`src/rtl/mini_memoria_pkg.sv`:
```
// Shared sizing and word/address types for the 16x2 scratch RAM.
package mini_memoria_pkg;

  localparam int DATA_W = 2;
  localparam int ADDR_W = 4;
  localparam int DEPTH  = 16;

  typedef logic [DATA_W-1:0] word_t;
  typedef logic [ADDR_W-1:0] addr_t;

endpackage

```
`src/rtl/mini_memoria_word.sv`:
```
// One storage word: DATA_W-bit register with asynchronous clear and load enable.
module mini_memoria_word
  import mini_memoria_pkg::*;
(
  input  logic  clk,
  input  logic  rst,
  input  logic  load,
  input  word_t d,
  output word_t q
);

  word_t word_d;
  word_t word_q;

  always_comb begin
    word_d = word_q;
    if (load) begin
      word_d = d;
    end
  end

  always_ff @(posedge clk or negedge rst) begin
    if (!rst) begin
      word_q <= '0;
    end else begin
      word_q <= word_d;
    end
  end

  assign q = word_q;

endmodule

```
`src/rtl/mini_memoria.sv`:
```
// Single-port 16x2 RAM built from clearable flops so reset can wipe every word at once;
// the read is registered and sees the old contents when the same address is written.
module mini_memoria
  import mini_memoria_pkg::*;
(
  input  logic              clk,
  input  logic              rst,
  input  logic              wre,
  input  logic [DATA_W-1:0] DEentrada,
  input  logic [ADDR_W-1:0] Direccion,
  output logic [DATA_W-1:0] DSalida
);

  word_t            word_out [DEPTH];
  logic [DEPTH-1:0] word_load;
  word_t            dout_d;
  word_t            dout_q;

  always_comb begin
    word_load = '0;
    if (wre) begin
      word_load[Direccion] = 1'b1;
    end
  end

  for (genvar k = 0; k < DEPTH; k++) begin : g_word
    mini_memoria_word u_word (
      .clk  (clk),
      .rst  (rst),
      .load (word_load[k]),
      .d    (DEentrada),
      .q    (word_out[k])
    );
  end

  // The mux reads the pre-edge word, which gives read-before-write behaviour.
  always_comb begin
    dout_d = word_out[Direccion];
  end

  always_ff @(posedge clk or negedge rst) begin
    if (!rst) begin
      dout_q <= '0;
    end else begin
      dout_q <= dout_d;
    end
  end

  assign DSalida = dout_q;

endmodule

```
`config.mk`:
```
export PLATFORM = sky130hd
export DESIGN_NAME = mini_memoria
export DESIGN_NICKNAME = d
export VERILOG_FILES = /design/src/rtl/mini_memoria_pkg.sv /design/src/rtl/mini_memoria_word.sv /design/src/rtl/mini_memoria.sv
export SDC_FILE = /design/constraint.sdc
export NUM_CORES = 1
export LEC_CHECK = 0
export ABC_AREA = 1
export CORE_ASPECT_RATIO = 1.4
export CORE_MARGIN = 10
export CORE_UTILIZATION = 52
export DETAILED_ROUTE_END_ITERATION = 8
export GPL_TIMING_DRIVEN = 0
export PLACE_DENSITY = 0.74
export SYNTH_ARGS = -nofsm -noshare
export SYNTH_HDL_FRONTEND = slang
export SYNTH_HIERARCHICAL = 1
export SYNTH_SLANG_ARGS = --single-unit
export TNS_END_PERCENT = 5
```
`constraint.sdc`:
```
create_clock -name clk -period 0.8 [get_ports clk]
set_input_delay 0.12 -clock clk [delete_from_list [all_inputs] [get_ports clk]]
set_output_delay 0.12 -clock clk [all_outputs]
set_load 0.02 [all_outputs]
```
==> reports/metrics.cfg <==
[timing]
setup_tns_ps = -439.5
timing_hold_violations_final = 34
rsz0062_at_grt = true
period_needed_ps = 914.9
top_achievable_clock_speed_ghz = 1.093
layout_worst_path_cycle_share_pct = 114.4
finalWorstSetupSlack_ps = -114.9
clock-skew-final_ps = 5.798
timing_worst_slew_pin_value_ps = 749.7
worst_hold_slack_ps = -100.8
timing.final.setup_violations = 5
slew_headroom_pct = 50.02
slew_violations = 0

[power_and_ir_drop]
seq_power_share_pct = 50.1
clockPowerShare_pct = 28.6
pwr_density_cell_mw_per_mm2 = 2035
internal-power_mw = 3.149
switching_share_pct = 30.01
power_switching_mw = 1.350
leakagePower_nw = 1.176
finalPower_mw = 4.499
power.share.combinational_pct = 21.2
vdd_drop_max_mv = 1.616

[global_route]
grt_antenna_before_repair = 0
grt_max_degree = 35
gr-usage-all-layers_pct = 14.00
first_global_vias = 1580
grt_first_pass_wirelength_um = 6969
globalRoute.totalOverflow = 0

[synth]
seq_area_frac_synth_pct = 48.19
synth_cell_types = 9
syn_area_per_cell_sq_um = 6.515
yosysWarningCount = 6
syn-num-nets = 280
syn-cell-area_sq_mm = 0.001765
synth_cells = 271
synth_top_area_cell = sky130_fd_sc_hd__dfrtp_1
share_of_the_synthesized_area_in_the_top_cell_type_pct = 48.19
netlist_top_cells_area = sky130_fd_sc_hd__dfrtp_1 48%, sky130_fd_sc_hd__nand2_1 39%, sky130_fd_sc_hd__inv_1 5.3%
postSynthRegisterBits = 34

[die]
placement_rows = 25
floorplan.die_area_sq_mm = 0.006159
die-width_um = 69.25
die-height_um = 88.94
start_util_pct = 53.25
core_region_sq_mm = 0.003316
io-pin-count = 11

[worst_setup_path]
crit_path_start_kind = flop
cp-end-kind = flop
path_class = flop to flop
critical_path.max_fanout = 2
worstPathRequired_ps = 980
arrival_ps = 1100

[run_status]
run_status = finished, violations left
failed_checks = hold timing, setup timing

[place]
place_hpwl_um = 2639
portBuffers = 9
placed_cells = 320
gp_routability_congestion = 0.7594
dpl-instance-area_sq_mm = 0.002021
place_ws_ps = -769.6

[clock_network]
cts.reportedPaths.clkPinSlew_ps = 70
cts-root-to-sink-buffers = 2
clock_tree.root_cell = sky130_fd_sc_hd__clkbuf_8
clock_latency_ps = 280
cts_buffers = 5
clock_tree_from_tritoncts = done
htree_levels = 2
cts_num_sinks = 34

[cells_and_area]
drive_above_1_share_pct = 17.87
syn2layout_area_growth_pct = 25.23
layout.area.seq_sq_um = 850.8
final_area_sq_mm = 0.002211
stdcell_count = 331
num-nets-final = 299
multi_input_area_sq_um = 948.4
antenna_diode_instance_count = 0
layout.filler_cells = 313
final_util_pct = 66.68

[route]
wirelength_um = 3899
drtIter0Drc = 92
dr_vias = 1593
via_per_inst = 4.813
drt_pass1_iterations = 4
drt_drc_violations_left = 0
avgRoutedWirePerCell_um = 11.78
detail_route_antenna_nets = 0

[min_path]
hold_path.class = input port to asynchronous set/reset pin

[flow_run]
max_cap_violations = 0

-- cell usage in the layout, fill, tap and decap left out, types with 2 or more instances in the layout --
| cell type | instances |
|---|---|
| sky130_fd_sc_hd__clkbuf_8 | 6 |
| sky130_fd_sc_hd__clkdlybuf4s15_2 | 2 |
| sky130_fd_sc_hd__nand2_2 | 2 |
| sky130_fd_sc_hd__buf_6 | 3 |
| sky130_fd_sc_hd__inv_2 | 4 |
| sky130_fd_sc_hd__nor2_4 | 14 |
| sky130_fd_sc_hd__buf_4 | 3 |
| sky130_fd_sc_hd__buf_2 | 3 |
| sky130_fd_sc_hd__nand2_1 | 182 |
| sky130_fd_sc_hd__inv_1 | 21 |
| sky130_fd_sc_hd__dfrtp_1 | 34 |
| sky130_fd_sc_hd__nand3_4 | 4 |
| sky130_fd_sc_hd__buf_8 | 2 |
| sky130_fd_sc_hd__nor2_2 | 4 |
-- kinds of logic after synthesis --
kind of cell	after synthesis	share of synthesized area, %
and+or+nand+nor	206	44.08
DFF	34	48.19
buffers and inverters	31	7.725
-- Yosys cell counts (all sizes together) --
| cell | instances |
|---|---|
| dfrtp | 34 |
| nand3 | 4 |
| nand2 | 184 |
| nor2 | 18 |
| inv | 27 |
| buf | 4 |
-- path summary, 6_finish.rpt --
kind / start / end / slack, ps / depth (start not counted)
max: g_word[7].u_word/q[0] / DSalida[0] / -110 / 8
min: rst / g_word[13].u_word/q[1] / -100 / 1
max reg2reg: g_word[7].u_word/q[0] / DSalida[0] / -110 / 8
min reg2reg: g_word[5].u_word/q[1] / g_word[5].u_word/q[1] / 470 / 2
max in group asynchronous: rst / g_word[5].u_word/q[0] / 420 / 1
min in group clk: DEentrada[0] / g_word[9].u_word/q[0] / 290 / 3
-- sequential cells by signal (all words and copies together), names as in the netlist --
name / cells
g_word.u_word/q: 32
DSalida: 2
-- layer usage --
metal  GRT usage, %  part of all wire (%)  wire, um  vias to the layer above
met5              0                     0         0                        -
met4          7.523                   2.9       115                        0
met3          3.444                   3.0       118                        9
met2          24.58                    49      1919                       19
met1          15.32                    45      1746                      725
li1               -                     -         -                      840
-- critical path, cell delays in order (launching register included) --
cell and delay (ps):
sky130_fd_sc_hd__dfrtp_1 380, sky130_fd_sc_hd__nand2_1 80, sky130_fd_sc_hd__nand2_1 50, sky130_fd_sc_hd__nand2_1 50, sky130_fd_sc_hd__nand2_1 50, sky130_fd_sc_hd__nand2_1 50, sky130_fd_sc_hd__nand2_1 50, sky130_fd_sc_hd__inv_1 60
sky130_fd_sc_hd__nand2_1 50
-- area by class of cell --
class                   instances  share of cell area (%)
clock inverters                 1                  0.2264
well taps                      40                   2.264
repair buffers                 12                   4.414
multi-input cells             206                   42.90
clock buffers                   7                   3.905
inverters                      27                   5.037
plain buffers                   4                   2.773
flip-flops and latches         34                   38.48
-- power by group through the flow --
| stage | clock network (mW) | logic (mW) | registers, mW |
|---|---|---|---|
| after floorplan | 0 | 0.613 | 2.26 |
| after global placement | 0 | 0.879 | 2.27 |
| after detailed placement | 0 | 0.893 | 2.27 |
| after CTS | 1.32 | 0.929 | 2.25 |
| after global routing | 1.42 | 1.11 | 2.30 |
| final | 1.29 | 0.956 | 2.25 |
-- timing repair --
item / in CTS / in global routing
gates resized for setup: 42 / 13
hold endpoints to repair: 34 / 34
endpoints found under the setup margin: 36 / 36
pin swaps: 4 / 2
buffers inserted: 1 / 2
Power figures use the tool's default switching activity.
